## src/rtl/maxi_initiator.sv

```systemverilog
// maxi_initiator: AXI3-style single-outstanding bus initiator.
//
// Accepts one read or write command at a time on the req channel, issues the
// address phase on AR or AW, moves the data beats between the user ports
// (wdata/rdata) and the W/R channels, collects the B response for writes, and
// reports completion with a one-cycle done pulse carrying an error code.
//
// Ports
//   clk, rst                      clock, synchronous active-high reset
//   req_*                         command in: write, addr, id, len (beats-1); req_rdy only in IDLE
//   wdata_*                       user write beats in; wdata_rdy = WDATA && w_rdy
//   rdata_*                       user read beats out (pass-through of R)
//   done_*                        completion pulse: write, id, err
//                                 err[0] resp!=0, [1] id mismatch, [2] last mismatch, [3] timeout
//   ar_*, aw_*, w_*               address/write-data channels driven to the responder
//   r_*, b_*                      read-data/write-response channels from the responder
module maxi_initiator #(
  parameter int unsigned ADDR_W  = 32,
  parameter int unsigned DATA_W  = 32,
  parameter int unsigned ID_W    = 12,
  parameter int unsigned LEN_W   = 4,
  parameter int unsigned TIMEOUT = 1024
) (
  input  logic              clk,
  input  logic              rst,
  // command
  input  logic              req_ena,
  input  logic              req_write,
  input  logic [ADDR_W-1:0] req_addr,
  input  logic [ID_W-1:0]   req_id,
  input  logic [LEN_W-1:0]  req_len,
  output logic              req_rdy,
  // user write beats
  input  logic              wdata_ena,
  input  logic [DATA_W-1:0] wdata_data,
  output logic              wdata_rdy,
  // user read beats
  output logic              rdata_ena,
  output logic [DATA_W-1:0] rdata_data,
  output logic              rdata_last,
  input  logic              rdata_rdy,
  // completion
  output logic              done_ena,
  output logic              done_write,
  output logic [ID_W-1:0]   done_id,
  output logic [3:0]        done_err,
  // read address channel
  output logic              ar_ena,
  output logic [ADDR_W-1:0] ar_addr,
  output logic [ID_W-1:0]   ar_id,
  output logic [LEN_W-1:0]  ar_len,
  input  logic              ar_rdy,
  // write address channel
  output logic              aw_ena,
  output logic [ADDR_W-1:0] aw_addr,
  output logic [ID_W-1:0]   aw_id,
  output logic [LEN_W-1:0]  aw_len,
  input  logic              aw_rdy,
  // write data channel
  output logic              w_ena,
  output logic [DATA_W-1:0] w_data,
  output logic [ID_W-1:0]   w_id,
  output logic              w_last,
  input  logic              w_rdy,
  // read data channel
  input  logic              r_ena,
  input  logic [DATA_W-1:0] r_data,
  input  logic [ID_W-1:0]   r_id,
  input  logic [1:0]        r_resp,
  input  logic              r_last,
  output logic              r_rdy,
  // write response channel
  input  logic              b_ena,
  input  logic [ID_W-1:0]   b_id,
  input  logic [1:0]        b_resp,
  output logic              b_rdy
);

  // Idle-cycle counter is wide enough to hold TIMEOUT; one extra bit for the increment.
  localparam int unsigned TO_W = $clog2(TIMEOUT + 2);
  localparam int unsigned TC_W = TO_W + 1;

  typedef enum logic [2:0] {
    IDLE, RADDR, RDATA, WADDR, WDATA, WRESP, DONE
  } state_t;

  state_t            state;
  logic              wr_q;
  logic [ADDR_W-1:0] addr_q;
  logic [ID_W-1:0]   id_q;
  logic [LEN_W-1:0]  len_q;
  logic [LEN_W-1:0]  cnt;
  logic [TO_W-1:0]   tcnt;
  logic [3:0]        err;

  logic              r_xfer;
  logic              b_xfer;
  logic              last_beat;
  logic              hs;
  logic              waiting;
  logic              tmo;
  logic [TC_W-1:0]   tcnt_inc;

  // Channel handshakes: every ENA is qualified by the matching RDY.
  assign req_rdy    = (state == IDLE);
  assign ar_ena     = (state == RADDR) && ar_rdy;
  assign aw_ena     = (state == WADDR) && aw_rdy;
  assign wdata_rdy  = (state == WDATA) && w_rdy;
  assign w_ena      = wdata_ena && wdata_rdy;
  assign r_rdy      = (state == RDATA) && rdata_rdy;
  assign b_rdy      = (state == WRESP);

  assign ar_addr    = addr_q;
  assign ar_id      = id_q;
  assign ar_len     = len_q;
  assign aw_addr    = addr_q;
  assign aw_id      = id_q;
  assign aw_len     = len_q;
  assign w_data     = wdata_data;
  assign w_id       = id_q;
  assign w_last     = last_beat;

  assign rdata_ena  = r_ena;
  assign rdata_data = r_data;
  assign rdata_last = r_last;

  assign done_ena   = (state == DONE);
  assign done_write = wr_q;
  assign done_id    = id_q;
  assign done_err   = err;

  assign r_xfer     = r_ena && r_rdy;
  assign b_xfer     = b_ena && b_rdy;
  assign last_beat  = (cnt == len_q);
  assign hs         = ar_ena || aw_ena || w_ena || r_xfer || b_xfer;

  // Abort when this idle cycle would bring the count up to TIMEOUT.
  assign waiting    = (state != IDLE) && (state != DONE);
  assign tcnt_inc   = TC_W'(tcnt) + TC_W'(1);
  assign tmo        = (TIMEOUT != 0) && waiting && !hs && (tcnt_inc == TC_W'(TIMEOUT));

  // Transaction FSM with command latch, beat counter, idle counter and error accumulation.
  always_ff @(posedge clk) begin
    if (rst) begin
      state  <= IDLE;
      wr_q   <= 1'b0;
      addr_q <= '0;
      id_q   <= '0;
      len_q  <= '0;
      cnt    <= '0;
      tcnt   <= '0;
      err    <= '0;
    end else begin
      if (!waiting || hs || tmo) tcnt <= '0;
      else                       tcnt <= tcnt_inc[TO_W-1:0];

      if (tmo) begin
        err[3] <= 1'b1;
        state  <= DONE;
      end else begin
        case (state)
          IDLE: begin
            if (req_ena) begin
              wr_q   <= req_write;
              addr_q <= req_addr;
              id_q   <= req_id;
              len_q  <= req_len;
              err    <= '0;
              state  <= req_write ? WADDR : RADDR;
            end
          end
          RADDR: begin
            if (ar_ena) begin
              cnt   <= '0;
              state <= RDATA;
            end
          end
          RDATA: begin
            if (r_xfer) begin
              err <= err | {1'b0, (r_last != last_beat), (r_id != id_q), (r_resp != 2'b00)};
              // The beat count alone ends the burst; r_last only feeds the error code.
              if (last_beat) state <= DONE;
              else           cnt   <= cnt + LEN_W'(1);
            end
          end
          WADDR: begin
            if (aw_ena) begin
              cnt   <= '0;
              state <= WDATA;
            end
          end
          WDATA: begin
            if (w_ena) begin
              if (last_beat) state <= WRESP;
              else           cnt   <= cnt + LEN_W'(1);
            end
          end
          WRESP: begin
            if (b_xfer) begin
              err   <= err | {2'b00, (b_id != id_q), (b_resp != 2'b00)};
              state <= DONE;
            end
          end
          DONE:    state <= IDLE;
          default: state <= IDLE;
        endcase
      end
    end
  end

endmodule

```

## config.mk

```make
export PLATFORM = sky130hd
export DESIGN_NAME = maxi_initiator
export DESIGN_NICKNAME = d
export VERILOG_FILES = /design/src/rtl/maxi_initiator.sv
export SDC_FILE = /design/constraint.sdc
export NUM_CORES = 1
export LEC_CHECK = 0
export ABC_AREA = 1
export CORE_AREA = 2 2 137 139
export CTS_CLUSTER_SIZE = 25
export DETAILED_ROUTE_END_ITERATION = 10
export DIE_AREA = 0 0 139 141
export PLACE_DENSITY = 0.72
export SLEW_MARGIN = 0
export SYNTH_ARGS = -nofsm -noshare
export SYNTH_HDL_FRONTEND = slang
export SYNTH_SLANG_ARGS = --single-unit
```

## constraint.sdc

```tcl
create_clock -name clk -period 1.9 [get_ports clk]
set_input_delay 0.19 -clock clk [delete_from_list [all_inputs] [get_ports clk]]
set_output_delay 0.19 -clock clk [all_outputs]
set_load 0.1 [all_outputs]
```

==> results.py <==
metrics = {
    "die": {
        "initial_core_util_pct": 25.3,
        "die_area_um2": 19600,
        "die_h_um": 141,
        "boundaryPins": 352,
        "fp.dieW_um": 139,
        "rows": 50,
        "core_area_um2": 18300,
    },
    "clock_tree": {
        "clk_path_buf_depth": 2,
        "cts_buffers": 9,
        "clk_pin_slew_ns": 0.06,
        "clock_sinks": 71,
        "cts_root_buf": "clkbuf_16",
        "clkLatencyLatePin_ns": 0.33,
        "cts_max_level": 3,
        "cts_tree": "yes",
    },
    "placement": {
        "gp_congestion": 0.884,
        "placed_area_um2": 6050,
        "dp_cells": 967,
        "dp_hpwl_um": 11100,
        "dp_slack_ns": 0.0606,
        "port_buffers": 223,
    },
    "cells_and_area": {
        "fin_cells": 986,
        "finish.instance_area_um2": 6510,
        "area_growth_pct": 40.7,
        "antenna_cells": 0,
        "nets": 901,
        "drive_gt1_share_pct": 31.5,
        "finish.utilization_pct": 35.7,
    },
    "detailed_routing": {
        "routed_wl_um": 14500,
        "vias": 4401,
        "first_pass_iters": 4,
        "wl_per_cell_um": 14.7,
        "drc": 0,
        "drtIter0Drc": 158,
        "vias_per_cell": 4.46,
        "ant_nets": 0,
    },
    "global_routing": {
        "grt_pass1_wl_um": 21800,
        "grtUsageTotal_pct": 14.2,
        "overflow": 0,
        "grt_start_max_net_pins": 62,
        "antenna_found_initial": 1,
        "grt_pass1_vias": 4078,
    },
    "critical_path": {
        "crit_arrival_ns": 2.01,
        "critPathKind": "register to register",
        "r2r_cells": 11,
        "critPathMaxFanout": 5,
        "timing.reg2reg.setup_slack_ns": 0.09,
        "start_kind": "register",
        "worstSetupEndpointType": "register",
        "crit_required_ns": 2.11,
    },
    "timing": {
        "period_needed_ns": 1.81,
        "fin_setup_tns_ns": 0,
        "rsz0062_at_grt": "yes",
        "relSlewSlack_pct": 69.2,
        "hold_slack_ns": 0.241,
        "setup_viol": 0,
        "fin_skew_ns": 0.00478,
        "hold_viol": 0,
        "final.period_utilization_pct": 95.0,
        "drv_slew": 0,
        "max_freq_mhz": 554,
        "worstMarginPinSlew_ns": 0.461,
        "fin_ws_ns": 0.0944,
    },
    "flow_run": {
        "drv_cap": 0,
    },
    "min_path": {
        "hold_class": "input port to register",
        "hold_depth": 4,
    },
    "synth": {
        "yosysWarnings": 0,
        "synth.yosys.seq_area_share_pct": 30.7,
        "netlist_instances": 660,
        "synth.top_cell.area_share_pct": 30.7,
        "syn_avg_cell_area_um2": 7.01,
        "ys_seq_elements": 71,
        "synth.distinct_cells": 38,
        "synth_nets": 814,
        "synth_area_leaders": "dfxtp_1 (31%), buf_4 (23%), nand2_1 (9.7%)",
        "synth_area_um2": 4630,
        "synth_top_area_cell": "dfxtp_1",
    },
    "pwr": {
        "leakage_nw": 2.81,
        "p_per_area_nw_per_um2": 1880,
        "power_mw": 12.2,
        "ir_worst_vdd_mv": 0.922,
    },
    "run_status": {
        "outcome": "completed",
    },
}
## Yosys cell counts
| cell | count |
|---|---|
| nand3_1 | 55 |
| nand4_1 | 10 |
| inv_2 | 10 |
| clkbuf_1 | 18 |
| nand3_4 | 1 |
| o211ai_1 | 1 |
| buf_2 | 2 |
| nor2_1 | 54 |
| nor3_4 | 1 |
| o21ai_0 | 15 |
| and2_1 | 1 |
| o22ai_1 | 7 |
| ha_1 | 2 |
| a21oi_1 | 56 |
| o21bai_1 | 2 |
| nand3_2 | 5 |
| nand2_1 | 119 |
| a211oi_1 | 2 |
| a21oi_2 | 1 |
| o2111ai_1 | 1 |
| dfxtp_1 | 71 |
| a21oi_4 | 1 |
| nand2_2 | 5 |
| nand3b_1 | 2 |
| nor2_4 | 2 |
| o21ai_2 | 1 |
| o21ai_1 | 1 |
| nor3_1 | 4 |
| a311oi_1 | 1 |
| nor2_2 | 10 |
| nor3_2 | 1 |
| buf_1 | 2 |
| a22o_1 | 4 |
| or2_2 | 2 |
| buf_4 | 139 |
| inv_1 | 42 |
| xnor2_1 | 3 |
| xor2_1 | 6 |
## registers in the layout, summed over array words and instances, names as in the netlist
name        count
tcnt           11
state           3
ar_len          4
ar_id          12
done_err        4
ar_addr        32
cnt             4
done_write      1
## worst max-delay path: stages (launching register included)
cell and delay [ns]:
dfxtp_2 0.35, ha_4 0.17, nand3_4 0.11, nor2_4 0.14, nand2_1 0.07, nand2_2 0.09, nand2_2 0.06, nor3_4 0.24
nand3_4 0.15, buf_12 0.16, nand4_1 0.08, a21oi_2 0.06
## per-layer routing
layer	vias to the layer above	routed length, µm	global-route usage, %
met5	-	11	0
met4	2	346	5.58
met3	31	1260	5.16
met2	203	7420	25.4
met1	2002	5440	15.3
li1	2163	-	-
## timing repair
action / CTS / global route
setup endpoints to repair: 1 / 22
gates resized for setup: 1 / 19
setup buffers: 0 / 3
pin swaps: 0 / 7
hold buffers: 0 / 0
## path summary, 6_finish.rpt
check / start / end
hold / removal: req_ena / done_err[2]
setup reg to reg: tcnt[1] / cnt[2]
setup / recovery: tcnt[1] / cnt[2]
hold reg to reg: done_write / done_write
## logic make-up (layout without fill, tap and decap cells)
kind of cell             Yosys count  in the layout  synth area share, %
AND/OR/NAND/NOR                  272            272                 27.0
buffers and inverters            213            305                 28.6
AO/OA/AOI/OAI                     93             93                 11.4
flip-flops                        71             71                 30.7
XOR/XNOR                           9              9                 1.70
adder cells (fa/ha/maj)            2              2                0.541
## final cells by class
cell class              instances  area, µm²
multi-input cells             376       1990
fillers                      1925      11800
flip-flops and latches         71       1450
repair buffers                237       2220
clock buffers                  10        239
inverters                      52        208
clock inverters                 6        115
well taps                     234        293
## where the power goes
part | switching [mW] | total, mW | internal [mW]
combinational | 6.22 | 8.04 | 1.82
sequential | 0.361 | 2.17 | 1.81
clock | 0.681 | 2.01 | 1.33
total | 7.26 | 12.2 | 4.96
## cell usage in the layout, fill, tap and decap left out, drive strengths merged, types with 6 or more instances in the layout
master and instances:
nand2 124, inv 54, dfxtp 71, nand3 61, nand4 10, clkdlybuf4s50 86, o21ai 17, nor2 66
xor2 6, buf 151, clkbuf 10, nor3 6, a21oi 58, o22ai 7
No activity file was read; power rests on OpenSTA's default activity.
